==> src/rtl/serial_adder_controller.sv <==
// serial_adder_controller
//   Bit-serial adder/subtractor. One full_adder cell is reused across all
//   WIDTH bit positions, LSB first, one bit per clock. A start/busy/done
//   handshake sequences each operation. Sum, carry-out and signed overflow
//   are registered and change only on the completion edge or on reset.
//
// Ports
//   clk        in   rising-edge clock
//   rst_n      in   asynchronous active-low reset
//   start      in   request, accepted when busy=0 (IDLE or FINISH)
//   operand_a  in   [WIDTH] augend / minuend, captured on accept
//   operand_b  in   [WIDTH] addend / subtrahend, captured on accept
//   carry_in   in   initial carry for addition, ignored when subtracting
//   subtract   in   0: a+b+carry_in, 1: a-b (a + ~b + 1)
//   busy       out  high while bits are being processed
//   done       out  one-cycle pulse, results valid from this cycle on
//   sum        out  [WIDTH] registered result
//   carry_out  out  carry out of the MSB (1 = no borrow when subtracting)
//   overflow   out  signed overflow (carry into MSB ^ carry out of MSB)

// Single-bit full adder cell shared by the sequencer.
module full_adder (
  input  logic a,
  input  logic b,
  input  logic carry_in,
  output logic sum,
  output logic carry_out
);

  assign sum       = a ^ b ^ carry_in;
  assign carry_out = (a & b) | (carry_in & (a ^ b));

endmodule

// state  | meaning
// -------+----------------------------------------------------------
// IDLE   | waiting for start, outputs hold the last result
// RUN    | one operand bit per clock through the shared full adder
// FINISH | one-cycle done pulse; start here is accepted with no gap
module serial_adder_controller #(
  parameter int WIDTH = 8
) (
  input  logic             clk,
  input  logic             rst_n,
  input  logic             start,
  input  logic [WIDTH-1:0] operand_a,
  input  logic [WIDTH-1:0] operand_b,
  input  logic             carry_in,
  input  logic             subtract,
  output logic             busy,
  output logic             done,
  output logic [WIDTH-1:0] sum,
  output logic             carry_out,
  output logic             overflow
);

  localparam int CW = $clog2(WIDTH) + 1;
  localparam logic [CW-1:0] CNT_LAST = CW'(WIDTH - 1);
  localparam logic [CW-1:0] CNT_PEN  = CW'(WIDTH - 2);

  typedef enum logic [1:0] {
    IDLE   = 2'd0,
    RUN    = 2'd1,
    FINISH = 2'd2
  } state_t;

  state_t state_q, state_d;

  logic [WIDTH-1:0] a_sh, b_sh, sum_sh;
  logic [CW-1:0]    cnt_q;
  logic             carry_q;
  logic             msb_cin_q;
  logic             sub_q;
  logic             load;
  logic             last_bit;
  logic             fa_b;
  logic             fa_sum;
  logic             fa_cout;
  logic [WIDTH-1:0] sum_next;
  logic             sum_sh_unused;

  // Subtraction feeds ~b; the +1 comes from presetting the carry on accept.
  assign fa_b = b_sh[0] ^ sub_q;

  full_adder u_fa (
    .a         (a_sh[0]),
    .b         (fa_b),
    .carry_in  (carry_q),
    .sum       (fa_sum),
    .carry_out (fa_cout)
  );

  assign last_bit = (cnt_q == CNT_LAST);
  assign sum_next = {fa_sum, sum_sh[WIDTH-1:1]};
  // The oldest bit falls off the shift register on every RUN edge.
  assign sum_sh_unused = sum_sh[0];

  always_ff @(posedge clk or negedge rst_n) begin
    if (!rst_n) begin
      state_q <= IDLE;
    end else begin
      state_q <= state_d;
    end
  end

  always_comb begin
    state_d = state_q;
    busy    = 1'b0;
    done    = 1'b0;
    load    = 1'b0;
    case (state_q)
      IDLE, FINISH: begin
        done = (state_q == FINISH);
        if (start) begin
          load    = 1'b1;
          state_d = RUN;
        end else begin
          state_d = IDLE;
        end
      end
      RUN: begin
        busy = 1'b1;
        if (last_bit) begin
          state_d = FINISH;
        end
      end
      default: state_d = IDLE;
    endcase
  end

  always_ff @(posedge clk or negedge rst_n) begin
    if (!rst_n) begin
      a_sh      <= '0;
      b_sh      <= '0;
      sum_sh    <= '0;
      cnt_q     <= '0;
      carry_q   <= 1'b0;
      msb_cin_q <= 1'b0;
      sub_q     <= 1'b0;
      sum       <= '0;
      carry_out <= 1'b0;
      overflow  <= 1'b0;
    end else if (load) begin
      a_sh    <= operand_a;
      b_sh    <= operand_b;
      carry_q <= subtract | carry_in;
      cnt_q   <= '0;
      sub_q   <= subtract;
    end else if (state_q == RUN) begin
      sum_sh  <= sum_next;
      a_sh    <= {1'b0, a_sh[WIDTH-1:1]};
      b_sh    <= {1'b0, b_sh[WIDTH-1:1]};
      carry_q <= fa_cout;
      cnt_q   <= cnt_q + CW'(1);
      // Carry into the MSB is the carry out of bit WIDTH-2.
      if (cnt_q == CNT_PEN) begin
        msb_cin_q <= fa_cout;
      end
      if (last_bit) begin
        sum       <= sum_next;
        carry_out <= fa_cout;
        overflow  <= msb_cin_q ^ fa_cout;
      end
    end
  end

endmodule

==> config.mk <==
export PLATFORM = sky130hd
export DESIGN_NAME = serial_adder_controller
export DESIGN_NICKNAME = d
export VERILOG_FILES = /design/src/rtl/serial_adder_controller.sv
export SDC_FILE = /design/constraint.sdc
export NUM_CORES = 1
export LEC_CHECK = 0
export CAP_MARGIN = 20
export CORE_ASPECT_RATIO = 1.25
export CORE_MARGIN = 2
export CORE_UTILIZATION = 41
export DETAILED_ROUTE_END_ITERATION = 16
export GPL_TIMING_DRIVEN = 0
export PLACE_DENSITY = 0.74
export SLEW_MARGIN = 40
export SYNTH_ARGS = -nofsm -noshare
export SYNTH_HDL_FRONTEND = slang
export SYNTH_SLANG_ARGS = --single-unit
==> constraint.sdc <==
create_clock -name clk -period 2.65 [get_ports clk]
set_input_delay 0.53 -clock clk [delete_from_list [all_inputs] [get_ports clk]]
set_output_delay 0.53 -clock clk [all_outputs]
set_load 0.02 [all_outputs]
==> results of run 1 <==
per-layer routing:
metal | up-vias | wire, um | global-route usage, %
li1 | 659 | - | -
met1 | 682 | 1596 | 19.50
met2 | 37 | 1727 | 25.52
met3 | 6 | 170 | 4.249
met4 | 0 | 59 | 6.087
met5 | - | 0 | 0
worst min path at each step:
stage                          startpoint  slack (ps)                    end
floorplan                           rst_n         230    a_sh[0]$_DFFE_PN0P_
global placement    sum_sh[1]$_DFFE_PN0P_         460  sum_sh[1]$_DFFE_PN0P_
detailed placement   cnt_q[3]$_DFFE_PN0P_         470   cnt_q[3]$_DFFE_PN0P_
CTS                                 rst_n         220  carry_out$_DFFE_PN0P_
global route                        rst_n         240     sum[6]$_DFFE_PN0P_
finish                              rst_n         210      sub_q$_DFFE_PN0P_
stage by stage:
step                      cell area (um2)  power, mW
final                                2340      2.836
after detailed placement             2227      2.341
after global placement               2230      2.290
after global routing                 2340      3.039
after floorplan                      1837      1.931
after CTS                            2340      2.863
cell usage in the layout, fill, tap and decap left out, types with 4 or more instances in the layout:
cell | Yosys | layout
a31oi_1 | 12 | 12
clkbuf_1 | 5 | 5
clkbuf_8 | 0 | 6
clkdlybuf4s50_1 | 0 | 31
dfrtp_1 | 42 | 42
inv_1 | 5 | 5
mux2_4 | 7 | 7
nand2_1 | 51 | 51
nand3_1 | 4 | 4
nor2_1 | 14 | 14
cell type report:
type | count | area [um2] | share of cell area, %
clock inverters | 1 | 30.03 | 1.283
plain buffers | 10 | 58.81 | 2.513
multi-input cells | 119 | 699.4 | 29.89
flip-flops and latches | 42 | 1051 | 44.92
inverters | 6 | 27.53 | 1.176
clock buffers | 6 | 82.58 | 3.529
repair buffers | 32 | 317.8 | 13.58
well taps | 58 | 72.57 | 3.102
logic make-up after synthesis:
family | synth area share [%]
and+or+nand+nor | 17.98
DFF | 57.22
AOI/OAI and AO/OA | 7.766
buffers and inverters | 4.700
muxes | 7.970
xor gates and xnor gates | 1.908
adders and majority gates | 2.452
synth_stat cells:
cell type,number,share of area [%]
a21o_1,1,0.41
a21oi_1,1,0.27
a221o_1,1,0.54
a22oi_1,1,0.41
a31oi_1,12,4.1
a41oi_1,1,0.48
and3_4,1,0.61
buf_1,1,0.20
buf_2,2,0.54
buf_6,1,0.61
buf_8,1,0.82
clkbuf_1,5,1.0
dfrtp_1,42,57
fa_1,1,1.1
ha_1,2,1.4
inv_1,5,1.0
inv_6,1,0.48
mux2_2,1,0.61
mux2_4,7,5.7
mux2i_1,3,1.6
nand2_1,51,10
nand2b_1,2,0.68
nand3_1,4,1.1
nand3b_1,1,0.41
nand4_1,1,0.34
nor2_1,14,2.9
nor2b_1,3,1.0
nor3_1,2,0.54
o211ai_1,1,0.41
o21ai_0,3,0.82
o22ai_1,1,0.34
xnor2_1,3,1.4
xor2_1,1,0.48
power by group:
part	internal [mW]	leakage, nW	switching (mW)	total [mW]
Clock	0.301	0.0573	0.215	0.516
Combinational	0.568	0.482	0.635	1.20
Sequential	0.939	0.524	0.178	1.12
registers in the layout, indices dropped and copies added (netlist names):
signal	count
carry_q	1
carry_out	1
sum_sh	7
overflow	1
sum	8
a_sh	8
state_q	2
b_sh	8
sub_q	1
msb_cin_q	1
cnt_q	4
worst max-delay path: stages, from the launching register on:
cell	delay, ps
dfrtp_1	390
nand2b_1	160
buf_6	150
inv_6	90
buf_2	240
clkdlybuf4s50_1	640
==> results.json, run 1 <==
{
  "ys_seq_elements": 42,
  "dr_total_vias": 1384,
  "grt_pass1_wl_mm": 6.009,
  "ctsLongestPathBuffers": 2,
  "via_count_of_the_first_global_routing_pass": 1344,
  "final_period_minus_worst_setup_slack_ps": 2502,
  "design.final.nets": 240,
  "die_h_um": 78.83,
  "clkSinkCount": 42,
  "yosysWarnings": 0,
  "post-place-cells": 267,
  "pin_count": 33,
  "timing.critical_path.to": "busy",
  "place.detailed.hpwl_mm": 2.439,
  "cts-root-buf": "clkbuf_8",
  "grt_usage_pct": 15.58,
  "route.detailed.vias_per_inst": 5.051,
  "post_cts_resized": 0,
  "row_count": 27,
  "critPathKind": "flop to output pin",
  "globalplace.congestion": 0.8093,
  "mappedNetlistArea_um2": 1837,
  "grt_start_max_net_pins": 43,
  "first_iter_violations": 63,
  "synth.yosys.seq_area_share_pct": 57.22,
  "grt_setup_unrepaired": "no",
  "regToRegStartpoint": "state_q[1]$_DFFE_PN0P_",
  "final_cell_count_no_fill": 274,
  "cts_inserted_buffers": 5,
  "antenna_viol_nets_final": 0,
  "final_critical_path_setup_slack_ps": 148.2,
  "timing.rr.end": "sum[4]$_DFFE_PN0P_",
  "worstSetupStartpoint": "state_q[1]$_DFFE_PN0P_",
  "core_area_um2": 4358,
  "synth_nets": 201,
  "postLayoutCoreUtil_pct": 53.69,
  "routed_wire_length_per_instance_um": 12.97,
  "nFillCells": 393,
  "initial_core_util_pct": 42.15,
  "buffer_ports.inserted": 32,
  "area_growth_pct": 27.38,
  "cell_count_after_synthesis": 177,
  "status": "finished clean",
  "htree_num_levels": 2,
  "cts_tree": "done",
  "worst_setup_path_end_kind": "output pin",
  "layout_worst_path_cycle_share_pct": 94.41,
  "critPathMaxFanout": 10,
  "max_cap_viol": 0,
  "drt_total_wl_mm": 3.553,
  "timing.critical_path.from_type": "flop",
  "arrival_time_of_the_worst_setup_path_ps": 1970,
  "holdBufCountCts": 0,
  "vdd_drop_max_uv": 500.1,
  "post_synthesis_mean_instance_area_um2": 10.38,
  "post_cts.repair.setup_buffers": 0,
  "die-area_um2": 5034,
  "timing_worst_slew_pin_value_ps": 527.0,
  "globalRouteOverflowTotal": 0,
  "max_freq_mhz": 399.7,
  "final.setup.tns_ps": 0,
  "timing.final.setup_violations": 0,
  "min-delay-path-class": "input port to asynchronous set/reset pin",
  "initial_antenna_violation_count": 0,
  "place_ws_ps": 489.6,
  "drive_above_1_share_pct": 10.19,
  "hold_violation_count_in_the_final_report": 0,
  "power-per-cell-area_nw_per_um2": 1212,
  "ff2ff_setup_slack_ps": 1080,
  "post_synth_num_cell_types": 33,
  "total_leakage_power_nw": 1.064,
  "die-width_um": 63.87,
  "final.hold.worst_slack_ps": 205.6,
  "drt_drc_violations_left": 0,
  "timing.slew.headroom_pct": 64.86,
  "worst-r2r-cell-count": 6,
  "final_max_slew_viol_count": 0,
  "clkSlewWorstSetupHoldPaths_ps": 80,
  "clk_latency_worst_skew_pair_ps": 300,
  "cp.required_ps": 2120,
  "number_of_inserted_diodes": 0,
  "firstDrtPassIters": 4,
  "fin_worst_skew_ps": 7.216
}
(Power assumes the default switching activity.)
==> inputs of run 2 (changes only) <==
CTS_BUF_LIST = sky130_fd_sc_hd__clkbuf_8   (was default)
==> results of run 2 <==
Same layout as run 1: the final DEF is identical, and so are final timing and power.
==> inputs of run 3 (changes only) <==
MAX_ROUTING_LAYER = met4   (was default)
==> run 3 against run 2 <==
Compared with the run above:
- fmax hardly changed
- clock-buffer cell count did not move
- sequential power hardly changed
- largest power group unchanged
==> results.json, run 3 (synthesis results as in run 1) <==
{
  "design.final.nets": 240,
  "power-per-cell-area_nw_per_um2": 1212,
  "antenna_viol_nets_final": 0,
  "hold_violation_count_in_the_final_report": 0,
  "timing.critical_path.from_type": "flop",
  "largestRegisters": "a_sh (8), b_sh (8), sum (8)",
  "ff2ff_setup_slack_ps": 1080,
  "place.detailed.hpwl_mm": 2.439,
  "final.hold.worst_slack_ps": 205.5,
  "total_leakage_power_nw": 1.064,
  "post_cts_resized": 0,
  "initial_core_util_pct": 42.15,
  "die_h_um": 78.83,
  "die-area_um2": 5034,
  "area_growth_pct": 27.38,
  "max_cap_viol": 0,
  "worst_setup_path_end_kind": "output pin",
  "timing.final.setup_violations": 0,
  "clkSlewWorstSetupHoldPaths_ps": 80,
  "via_count_of_the_first_global_routing_pass": 1344,
  "postLayoutCoreUtil_pct": 53.69,
  "grt_usage_pct": 16.01,
  "htree_num_levels": 2,
  "nFillCells": 393,
  "drt_drc_violations_left": 0,
  "final.setup.tns_ps": 0,
  "firstDrtPassIters": 4,
  "timing_worst_slew_pin_value_ps": 527.1,
  "grt_start_max_net_pins": 43,
  "pin_count": 33,
  "regToRegStartpoint": "state_q[1]$_DFFE_PN0P_",
  "clk_latency_worst_skew_pair_ps": 300,
  "arrival_time_of_the_worst_setup_path_ps": 1970,
  "worstSetupStartpoint": "state_q[1]$_DFFE_PN0P_",
  "globalRouteOverflowTotal": 0,
  "ctsLongestPathBuffers": 2,
  "row_count": 27,
  "drive_above_1_share_pct": 10.19,
  "place_ws_ps": 489.6,
  "dr_total_vias": 1384,
  "layout_worst_path_cycle_share_pct": 94.41,
  "buffer_ports.inserted": 32,
  "die-width_um": 63.87,
  "final_common_cell": "nand2_1",
  "cts_inserted_buffers": 5,
  "multi_input_area_um2": 699.4,
  "vdd_drop_max_uv": 500.0,
  "design_power_total_mw": 2.836,
  "min-delay-path-class": "input port to asynchronous set/reset pin",
  "core_area_um2": 4358,
  "holdBufCountCts": 0,
  "first_iter_violations": 76,
  "globalplace.congestion": 0.8211,
  "clkSinkCount": 42,
  "final_period_minus_worst_setup_slack_ps": 2502,
  "final_critical_path_setup_slack_ps": 148.1,
  "number_of_inserted_diodes": 0,
  "grt_pass1_wl_mm": 6.016,
  "initial_antenna_violation_count": 0,
  "routed_wire_length_per_instance_um": 12.96,
  "layout.cells.most_common_list": "51 x nand2_1, 42 x dfrtp_1, 31 x clkdlybuf4s50_1, 14 x nor2_1, 12 x a31oi_1",
  "final_max_slew_viol_count": 0,
  "timing.slew.headroom_pct": 64.86,
  "route.detailed.vias_per_inst": 5.051,
  "drt_total_wl_mm": 3.552,
  "critPathKind": "flop to output pin",
  "status": "finished clean",
  "grt_setup_unrepaired": "no",
  "post_cts.repair.setup_buffers": 0,
  "critPathMaxFanout": 10,
  "cts_tree": "done",
  "layout.area.seq_um2": 1051,
  "cts-root-buf": "clkbuf_8",
  "cp.required_ps": 2120,
  "worst-r2r-cell-count": 6,
  "fin_worst_skew_ps": 7.211,
  "max_freq_mhz": 399.7
}
run 3: through the flow:
step,instances,cell area (um2)
floorplan,177,1837
global placement,267,2230
detailed placement,267,2227
CTS,274,2340
global route,274,2340
finish,274,2340
run 3: cell type report:
type                            instances  share of cell area (%)
Sequential cell                        42                   44.92
Tap cell                               58                   3.102
Inverter                                6                   1.176
Clock inverter                          1                   1.283
Multi-Input combinational cell        119                   29.89
Clock buffer                            6                   3.529
Timing Repair Buffer                   32                   13.58
Buffer                                 10                   2.513
run 3: worst max-delay path, stage by stage (launching register included):
cell and delay [ps]:
dfrtp_1 390, nand2b_1 160, buf_6 150, inv_6 90, buf_2 240, clkdlybuf4s50_1 640
run 3: routing by layer:
layer	global-route usage, %	up-vias	part of all wire [%]
li1	-	659	-
met3	4.249	6	4.8
met2	25.52	37	49
met4	6.087	0	1.7
met1	19.50	682	45
met5	-	-	0
run 3: worst paths after layout:
path	to
setup / recovery	busy
hold / removal	sub_q$_DFFE_PN0P_
setup reg to reg	sum[4]$_DFFE_PN0P_
hold reg to reg	cnt_q[3]$_DFFE_PN0P_
max in group asynchronous	b_sh[4]$_DFFE_PN0P_
min in group clk	cnt_q[3]$_DFFE_PN0P_
run 3: where the power goes:
part           internal [mW]  switching [mW]
Clock                  0.301           0.215
Sequential             0.939           0.178
Combinational          0.568           0.635
Total                   1.81            1.03
